File: config.mk
export PLATFORM = sky130hd
export DESIGN_NAME = rob_tagged_flat
export DESIGN_NICKNAME = d
export VERILOG_FILES = /design/src/rtl/rob_tagged_if.sv /design/src/rtl/rob_tagged.sv /design/src/flat_wrapper.sv
export SDC_FILE = /design/constraint.sdc
export NUM_CORES = 2
export LEC_CHECK = 0
export CAP_MARGIN = 20
export CORE_MARGIN = 2
export CORE_UTILIZATION = 58
export DETAILED_ROUTE_END_ITERATION = 8
export PLACE_DENSITY = 0.82
export SLEW_MARGIN = 30
export SYNTH_ARGS = -nofsm -noshare
export SYNTH_HDL_FRONTEND = slang
export SYNTH_SLANG_ARGS = --single-unit
File: constraint.sdc
create_clock -name clk -period 7.4 [get_ports clk]
set_input_delay 2.22 -clock clk [delete_from_list [all_inputs] [get_ports clk]]
set_output_delay 2.22 -clock clk [all_outputs]
set_load 0.005 [all_outputs]
File: src/rtl/rob_tagged_if.sv
// Bus bundle for the tagged reorder buffer: dispatch, the two writeback
// channels, the commit/flush broadcast, the global enable and occupancy.
// The ROB itself connects through the slave modport; the surrounding
// pipeline (or a testbench) drives through the master modport.
interface rob_tagged_if #(
  parameter int TAG_W  = 4,
  parameter int DATA_W = 32,
  parameter int PC_W   = 32,
  parameter int RD_W   = 5
);
  logic              rdy;

  logic              dispatch_valid;
  logic [PC_W-1:0]   dispatch_pc;
  logic [RD_W-1:0]   dispatch_rd;
  logic [TAG_W-1:0]  dispatch_tag;
  logic              dispatch_ready;

  logic              alu_wb_valid;
  logic [TAG_W-1:0]  alu_wb_tag;
  logic [DATA_W-1:0] alu_wb_data;
  logic [PC_W-1:0]   alu_wb_jpc;

  logic              slb_wb_valid;
  logic [TAG_W-1:0]  slb_wb_tag;
  logic [DATA_W-1:0] slb_wb_data;

  logic              commit_valid;
  logic [RD_W-1:0]   commit_rd;
  logic [PC_W-1:0]   commit_pc;
  logic [DATA_W-1:0] commit_data;
  logic [TAG_W-1:0]  commit_tag;

  logic              flush;
  logic [PC_W-1:0]   redirect_pc;
  logic [TAG_W:0]    count;

  // Pipeline side: issues dispatches and writebacks, consumes commits.
  modport master (
    output rdy,
    output dispatch_valid, dispatch_pc, dispatch_rd,
    input  dispatch_tag, dispatch_ready,
    output alu_wb_valid, alu_wb_tag, alu_wb_data, alu_wb_jpc,
    output slb_wb_valid, slb_wb_tag, slb_wb_data,
    input  commit_valid, commit_rd, commit_pc, commit_data, commit_tag,
    input  flush, redirect_pc, count
  );

  // ROB side: accepts dispatches and writebacks, produces commits.
  modport slave (
    input  rdy,
    input  dispatch_valid, dispatch_pc, dispatch_rd,
    output dispatch_tag, dispatch_ready,
    input  alu_wb_valid, alu_wb_tag, alu_wb_data, alu_wb_jpc,
    input  slb_wb_valid, slb_wb_tag, slb_wb_data,
    output commit_valid, commit_rd, commit_pc, commit_data, commit_tag,
    output flush, redirect_pc, count
  );
endinterface

File: src/rtl/rob_tagged.sv
// Tagged reorder buffer. Dispatch allocates the tail entry and hands its
// index out as the tag; ALU and SLB write results back by tag; the head
// entry retires in order once done. A committed entry whose resolved next
// PC differs from pc+4 raises a one-cycle flush carrying the redirect PC
// and empties the buffer on the same edge.
module rob_tagged #(
  parameter int DEPTH        = 16,
  parameter int TAG_W        = 4,
  parameter int DATA_W       = 32,
  parameter int PC_W         = 32,
  parameter int RD_W         = 5,
  parameter int READY_MARGIN = 3
) (
  input logic         clk,
  input logic         rst,
  rob_tagged_if.slave bus
);

  localparam logic [TAG_W:0]  DEPTH_C  = (TAG_W+1)'(DEPTH);
  localparam logic [TAG_W:0]  MARGIN_C = (TAG_W+1)'(READY_MARGIN);
  localparam logic [PC_W-1:0] PC_STEP  = PC_W'(4);

  // Per-entry control bits (reset) and payload (no reset needed, gated by valid).
  logic              valid_q [DEPTH];
  logic              valid_d [DEPTH];
  logic              done_q  [DEPTH];
  logic              done_d  [DEPTH];
  logic [PC_W-1:0]   pc_q    [DEPTH];
  logic [PC_W-1:0]   pc_d    [DEPTH];
  logic [RD_W-1:0]   rd_q    [DEPTH];
  logic [RD_W-1:0]   rd_d    [DEPTH];
  logic [PC_W-1:0]   jpc_q   [DEPTH];
  logic [PC_W-1:0]   jpc_d   [DEPTH];
  logic [DATA_W-1:0] data_q  [DEPTH];
  logic [DATA_W-1:0] data_d  [DEPTH];

  logic [TAG_W-1:0]  head_q, head_d;
  logic [TAG_W-1:0]  tail_q, tail_d;
  logic [TAG_W:0]    count_q, count_d;

  logic              commit_valid_q, commit_valid_d;
  logic [RD_W-1:0]   commit_rd_q, commit_rd_d;
  logic [PC_W-1:0]   commit_pc_q, commit_pc_d;
  logic [DATA_W-1:0] commit_data_q, commit_data_d;
  logic [TAG_W-1:0]  commit_tag_q, commit_tag_d;
  logic              flush_q, flush_d;
  logic [PC_W-1:0]   redirect_pc_q, redirect_pc_d;

  logic              commit_fire;
  logic              mispredict;
  logic              dispatch_fire;
  logic              wb_enable;
  logic              alu_hit;
  logic              slb_hit;
  logic [TAG_W:0]    free_entries;

  // Head retires when it is both allocated and completed; nothing retires
  // during the flush cycle since the buffer was just emptied.
  assign commit_fire = valid_q[head_q] && done_q[head_q] && !flush_q;

  // Control-flow mismatch is judged on the entry leaving the buffer.
  assign mispredict = commit_fire && (jpc_q[head_q] != (pc_q[head_q] + PC_STEP));

  // A full buffer silently drops the dispatch; flush cycles drop it too.
  assign dispatch_fire = bus.dispatch_valid && (count_q < DEPTH_C) && !flush_q;

  // Writebacks are meaningless while the buffer is being discarded.
  assign wb_enable = !flush_q && !mispredict;

  // Stale or duplicate writebacks miss on valid/done; ALU wins a tag collision.
  assign alu_hit = bus.alu_wb_valid && wb_enable &&
                   valid_q[bus.alu_wb_tag] && !done_q[bus.alu_wb_tag];
  assign slb_hit = bus.slb_wb_valid && wb_enable &&
                   valid_q[bus.slb_wb_tag] && !done_q[bus.slb_wb_tag] &&
                   !(alu_hit && (bus.alu_wb_tag == bus.slb_wb_tag));

  assign free_entries = DEPTH_C - count_q;

  assign bus.dispatch_tag   = tail_q;
  assign bus.dispatch_ready = free_entries > MARGIN_C;
  assign bus.commit_valid   = commit_valid_q;
  assign bus.commit_rd      = commit_rd_q;
  assign bus.commit_pc      = commit_pc_q;
  assign bus.commit_data    = commit_data_q;
  assign bus.commit_tag     = commit_tag_q;
  assign bus.flush          = flush_q;
  assign bus.redirect_pc    = redirect_pc_q;
  assign bus.count          = count_q;

  // Next-state for entries, pointers, occupancy and the commit/flush outputs.
  always_comb begin
    valid_d        = valid_q;
    done_d         = done_q;
    pc_d           = pc_q;
    rd_d           = rd_q;
    jpc_d          = jpc_q;
    data_d         = data_q;
    head_d         = head_q;
    tail_d         = tail_q;
    count_d        = count_q;
    commit_valid_d = commit_valid_q;
    commit_rd_d    = commit_rd_q;
    commit_pc_d    = commit_pc_q;
    commit_data_d  = commit_data_q;
    commit_tag_d   = commit_tag_q;
    flush_d        = flush_q;
    redirect_pc_d  = redirect_pc_q;

    if (!bus.rdy) begin
      commit_valid_d = 1'b0;
      flush_d        = 1'b0;
    end else begin
      commit_valid_d = 1'b0;
      commit_pc_d    = '0;
      flush_d        = 1'b0;

      if (alu_hit) begin
        done_d[bus.alu_wb_tag] = 1'b1;
        data_d[bus.alu_wb_tag] = bus.alu_wb_data;
        jpc_d[bus.alu_wb_tag]  = bus.alu_wb_jpc;
      end

      if (slb_hit) begin
        done_d[bus.slb_wb_tag] = 1'b1;
        data_d[bus.slb_wb_tag] = bus.slb_wb_data;
      end

      if (dispatch_fire && !mispredict) begin
        valid_d[tail_q] = 1'b1;
        done_d[tail_q]  = 1'b0;
        pc_d[tail_q]    = bus.dispatch_pc;
        rd_d[tail_q]    = bus.dispatch_rd;
        jpc_d[tail_q]   = bus.dispatch_pc + PC_STEP;
        tail_d          = tail_q + 1'b1;
      end

      if (commit_fire) begin
        commit_valid_d  = 1'b1;
        commit_rd_d     = rd_q[head_q];
        commit_pc_d     = pc_q[head_q];
        commit_data_d   = data_q[head_q];
        commit_tag_d    = head_q;
        valid_d[head_q] = 1'b0;
        head_d          = head_q + 1'b1;
      end

      count_d = count_q + (TAG_W+1)'(dispatch_fire && !mispredict)
                        - (TAG_W+1)'(commit_fire);

      if (mispredict) begin
        flush_d       = 1'b1;
        redirect_pc_d = jpc_q[head_q];
        head_d        = '0;
        tail_d        = '0;
        count_d       = '0;
        for (int i = 0; i < DEPTH; i++) begin
          valid_d[i] = 1'b0;
        end
      end
    end
  end

  // Control state with synchronous reset; reset discards every entry.
  always_ff @(posedge clk) begin
    if (rst) begin
      for (int i = 0; i < DEPTH; i++) begin
        valid_q[i] <= 1'b0;
        done_q[i]  <= 1'b0;
      end
      head_q         <= '0;
      tail_q         <= '0;
      count_q        <= '0;
      commit_valid_q <= 1'b0;
      commit_rd_q    <= '0;
      commit_pc_q    <= '0;
      commit_data_q  <= '0;
      commit_tag_q   <= '0;
      flush_q        <= 1'b0;
      redirect_pc_q  <= '0;
    end else begin
      valid_q        <= valid_d;
      done_q         <= done_d;
      head_q         <= head_d;
      tail_q         <= tail_d;
      count_q        <= count_d;
      commit_valid_q <= commit_valid_d;
      commit_rd_q    <= commit_rd_d;
      commit_pc_q    <= commit_pc_d;
      commit_data_q  <= commit_data_d;
      commit_tag_q   <= commit_tag_d;
      flush_q        <= flush_d;
      redirect_pc_q  <= redirect_pc_d;
    end
  end

  // Entry payload; only meaningful while the matching valid bit is set.
  always_ff @(posedge clk) begin
    pc_q   <= pc_d;
    rd_q   <= rd_d;
    jpc_q  <= jpc_d;
    data_q <= data_d;
  end

endmodule

File: src/flat_wrapper.sv
// flat-port wrapper written by rule: the top's interface ports become plain ports
module rob_tagged_flat 
#(
  parameter int DEPTH        = 16,
  parameter int TAG_W        = 4,
  parameter int DATA_W       = 32,
  parameter int PC_W         = 32,
  parameter int RD_W         = 5,
  parameter int READY_MARGIN = 3
)
  (clk, rst, bus_rdy, bus_dispatch_valid, bus_dispatch_pc, bus_dispatch_rd, bus_dispatch_tag, bus_dispatch_ready, bus_alu_wb_valid, bus_alu_wb_tag, bus_alu_wb_data, bus_alu_wb_jpc, bus_slb_wb_valid, bus_slb_wb_tag, bus_slb_wb_data, bus_commit_valid, bus_commit_rd, bus_commit_pc, bus_commit_data, bus_commit_tag, bus_flush, bus_redirect_pc, bus_count);
  rob_tagged_if #(.TAG_W(TAG_W), .DATA_W(DATA_W), .PC_W(PC_W), .RD_W(RD_W)) bus_i ();
  input logic clk;
  input logic rst;
  input wire logic [$bits(bus_i.rdy)-1:0] bus_rdy;
  input wire logic [$bits(bus_i.dispatch_valid)-1:0] bus_dispatch_valid;
  input wire logic [$bits(bus_i.dispatch_pc)-1:0] bus_dispatch_pc;
  input wire logic [$bits(bus_i.dispatch_rd)-1:0] bus_dispatch_rd;
  output wire logic [$bits(bus_i.dispatch_tag)-1:0] bus_dispatch_tag;
  output wire logic [$bits(bus_i.dispatch_ready)-1:0] bus_dispatch_ready;
  input wire logic [$bits(bus_i.alu_wb_valid)-1:0] bus_alu_wb_valid;
  input wire logic [$bits(bus_i.alu_wb_tag)-1:0] bus_alu_wb_tag;
  input wire logic [$bits(bus_i.alu_wb_data)-1:0] bus_alu_wb_data;
  input wire logic [$bits(bus_i.alu_wb_jpc)-1:0] bus_alu_wb_jpc;
  input wire logic [$bits(bus_i.slb_wb_valid)-1:0] bus_slb_wb_valid;
  input wire logic [$bits(bus_i.slb_wb_tag)-1:0] bus_slb_wb_tag;
  input wire logic [$bits(bus_i.slb_wb_data)-1:0] bus_slb_wb_data;
  output wire logic [$bits(bus_i.commit_valid)-1:0] bus_commit_valid;
  output wire logic [$bits(bus_i.commit_rd)-1:0] bus_commit_rd;
  output wire logic [$bits(bus_i.commit_pc)-1:0] bus_commit_pc;
  output wire logic [$bits(bus_i.commit_data)-1:0] bus_commit_data;
  output wire logic [$bits(bus_i.commit_tag)-1:0] bus_commit_tag;
  output wire logic [$bits(bus_i.flush)-1:0] bus_flush;
  output wire logic [$bits(bus_i.redirect_pc)-1:0] bus_redirect_pc;
  output wire logic [$bits(bus_i.count)-1:0] bus_count;
  assign bus_i.rdy = bus_rdy;
  assign bus_i.dispatch_valid = bus_dispatch_valid;
  assign bus_i.dispatch_pc = bus_dispatch_pc;
  assign bus_i.dispatch_rd = bus_dispatch_rd;
  assign bus_dispatch_tag = bus_i.dispatch_tag;
  assign bus_dispatch_ready = bus_i.dispatch_ready;
  assign bus_i.alu_wb_valid = bus_alu_wb_valid;
  assign bus_i.alu_wb_tag = bus_alu_wb_tag;
  assign bus_i.alu_wb_data = bus_alu_wb_data;
  assign bus_i.alu_wb_jpc = bus_alu_wb_jpc;
  assign bus_i.slb_wb_valid = bus_slb_wb_valid;
  assign bus_i.slb_wb_tag = bus_slb_wb_tag;
  assign bus_i.slb_wb_data = bus_slb_wb_data;
  assign bus_commit_valid = bus_i.commit_valid;
  assign bus_commit_rd = bus_i.commit_rd;
  assign bus_commit_pc = bus_i.commit_pc;
  assign bus_commit_data = bus_i.commit_data;
  assign bus_commit_tag = bus_i.commit_tag;
  assign bus_flush = bus_i.flush;
  assign bus_redirect_pc = bus_i.redirect_pc;
  assign bus_count = bus_i.count;
  rob_tagged #(.DEPTH(DEPTH), .TAG_W(TAG_W), .DATA_W(DATA_W), .PC_W(PC_W), .RD_W(RD_W), .READY_MARGIN(READY_MARGIN)) u_core (.clk(clk), .rst(rst), .bus(bus_i));
endmodule
==> results by group <==
Yosys
  • Syn nets: just under 7k
  • Post-synthesis compound-gate area fraction: under 10%
  • Largest family of logic cells by synthesized area: multiplexers
  • Register area share after synthesis: a little under three fifths
  • Distinct cells, synth: just under 80
  • Synth Area in XOR/XNOR: 0.740%
  • Yosys synthesis warning count: 0
  • Main flop type after synthesis: edfxtp_1
  • Post-synthesis mux area share: between 20% and 30%
  • Number of synthesized register bits: ~1.8k
  • Number of flops mapped to enable cells by yosys: 1616
  • Post-Synth Simple-Gate Area: under 10%
  • FFs w/ async S/R, synth: 0%
  • Mapped Cells: roughly 6.7k
  • Synthesized area: approximately 92000 um2
  • Post-synthesis adder-cell area fraction: less than 1%
  • Avg Cell Area, Syn: 13.8 um2

Clocking
  • Clock Tree Root: clkbuf_16
  • CTS clk-pin slew, worst paths: around 70 ps
  • CTS resizes: 0
  • CTS Buf Count: 179
  • Sink Count: about 1.8k
  • Clk Latency, worst-skew pair: about 860 ps
  • Clock Path Buffers: 3
  • Hold_buf cts: 0
  • Postcts setup bufs: 0
  • H-tree depth: 4
  • CTS tree: done

STA
  • Final-report hold violation count: 0
  • Number of setup violations in the final report: 0
  • Max-slew violations: 0
  • Relative slew slack: between 20 and 30%
  • Min Clock Period, post-route: 6430 ps
  • RSZ-0062 raised after global routing: false
  • Setup tns final: 0 ps
  • Final period util: 86.9%
  • F_max: roughly 0.16 GHz
  • Clock Skew: ~74 ps
  • Least-Margin Pin Slew: ~1100 ps

Die
  • Rows: roughly 150
  • Core Region: about 160000 um2
  • Die area: approximately 160000 um2
  • Overall die width: between 400 and 500 um
  • Die Span Y: 403 um
  • # IOs: 264
  • Initial Util: 58.3%

Critical path
  • CP startpoint kind: flip-flop
  • Critical path class: flip-flop to flip-flop
  • CP max FO: 63
  • R2r endpoint: u_core.data_q[282]
  • Worst R2R Path Depth: 16
  • CP arrival: between 6000 and 7000 ps
  • Required @ worst endpoint: 7930 ps
  • Worst R2R Setup Slack: approximately 970 ps
  • CP Capture Type: flip-flop
  • RR Startpoint: u_core.head_q[1]

Layout
  • Layout cell share with drive strength beyond 1: between 15 and 20%
  • Nets: approximately 7k
  • Finished Layout Cells: 8948
  • Most frequent cells in the layout: edfxtp_1 (1616), mux2i_1 (1302), nand2_1 (538), mux4_2 (470), nor2_1 (311)
  • FILL cells: 10.8k
  • Area grow syn2layout: 12.3%
  • Most common cell after layout, fill and taps aside: edfxtp_1

Worst hold path
  • Hold path endpoint: u_core.bus.commit_rd[4]
  • HP Class: flip-flop to flip-flop
  • Min-delay src: u_core.bus.commit_rd[4]
  • Hold Path Depth: 2

Pwr
  • Pwr Density: roughly 220 nW/um2
  • Max VDD drop: 0.246 mV
  • Leakage: roughly 0.037 uW

Route
  • Initial DRC Count: approximately 10k
  • Vias: 64.3k
  • Mean number of vias per cell: between 7 and 8
  • WL final: 290 mm
  • DRT antenna net count: 0
  • DRC Markers: 0
  • Drt first pass iters: 7
  • WL/cell: approximately 32 um

Global routing
  • Initial antenna violation count: 31
  • Total gr overflow: 0
  • Total track usage: about a third
  • Largest net degree at the start of global routing: approximately 190
  • Vias in the first global route: roughly 64k
  • First-pass GRT wire length: approximately 420 mm

Run status
  • Status: finished, final reports clean

Place
  • Gp weighted congestion: 0.903
  • Detailed Place HPWL: 169 mm
  • Dpl cells: about 8.6k
  • IO buf count: 263

Job
  • Max-cap violations: 0
state kept, by name (all words and copies together) (netlist names), 5 cells and up:
register                count
u_core.valid_q             16
u_core.bus.commit_pc       32
u_core.done_q              16
u_core.data_q             512
u_core.pc_q               512
u_core.rd_q                80
u_core.bus.commit_rd        5
u_core.bus.count            5
u_core.jpc_q              512
u_core.bus.redirect_pc     32
u_core.bus.commit_data     32
routing by layer:
| layer | wire length, um | GRT usage (%) | part of all wire, % | up-vias |
|---|---|---|---|---|
| li1 | - | - | - | 26100 |
| met1 | 98900 | 44.6 | 34 | 31900 |
| met2 | 136000 | 55.6 | 47 | 5218 |
| met3 | 36400 | 8.77 | 13 | 1067 |
| met4 | 18600 | 20.2 | 6.4 | 38 |
| met5 | 221 | 0 | 0.076 | - |
stage by stage:
stage               utilization (%)  power [uW]  worst slack, ps  area [um2]  hold slack, ps
floorplan                         -       12900              942       92200             453
global placement               61.6       13700             1070       97500             442
detailed placement             61.6       13800             1000       97500             448
CTS                            65.4       22800             1060      103000             456
global route                   65.4       23300              738      103000             480
finish                         65.4       22800              967      103000             455
power breakdown:
| group | internal [uW] | total, uW | switching, uW | leakage [uW] |
|---|---|---|---|---|
| Combinational | 785 | 2040 | 1260 | 0.0176 |
| Sequential | 11400 | 11600 | 225 | 0.0166 |
| Clock | 5040 | 9140 | 4100 | 0.00283 |
| Total | 17200 | 22800 | 5580 | 0.0370 |
logic make-up after synthesis:
| logic type | count (synthesis) |
|---|---|
| xor gates and xnor gates | 77 |
| buffers and inverters | 753 |
| adders and majority gates | 22 |
| DFF | 1768 |
| and+or+nand+nor | 1209 |
| muxes | 1811 |
| AOI/OAI and AO/OA | 1052 |
cell usage after synthesis (107+ instances only):
cell type  instances  area [um2]
mux4_2           470       10600
o21ai_0          173         866
buf_2            127         636
dfxtp_1          152        3040
nor2_1           331        1240
nand2_1          541        2030
a31oi_1          139         870
a22oi_1          107         803
a21oi_1          216        1080
edfxtp_1        1616       48500
clkbuf_1         402        1510
mux2i_1         1303       13000
worst max-delay path by stage:
stage                            from                   to  slack (ps)
global placement    bus_alu_wb_tag[1]     u_core.data_q[2]        1070
detailed placement  bus_alu_wb_tag[3]   u_core.data_q[436]        1000
floorplan            u_core.head_q[0]     u_core.pc_q[416]         940
global route         u_core.head_q[1]  u_core.bus.count[4]         740
finish               u_core.head_q[1]   u_core.data_q[282]         970
CTS                  u_core.head_q[1]   u_core.data_q[282]        1060
final cells by class:
class | count | area (um2) | share of cell area (%)
antenna | 12 | 30.0 | 0.0290
clock buffer | 242 | 4900 | 4.73
clock inverter | 91 | 967 | 0.934
inverter | 95 | 357 | 0.345
multi-input combinational | 4171 | 37800 | 36.6
sequential | 1768 | 51600 | 49.8
tap | 2072 | 2590 | 2.50
timing repair buffer | 497 | 5240 | 5.06
worst max-delay path, cell delays in order (launching register included):
cell	delay, ps
dfxtp_4	730
buf_12	420
mux4_2	300
a22oi_1	110
nand2_1	390
nand4_1	300
nor4_2	730
o2111a_1	300
o22ai_1	170
nor4b_2	270
buf_4	230
nand4b_4	330
buf_4	330
nand2_4	320
nand4_4	550
buf_4	430
mux2i_1	140
No activity file was read; power rests on OpenSTA's default activity.
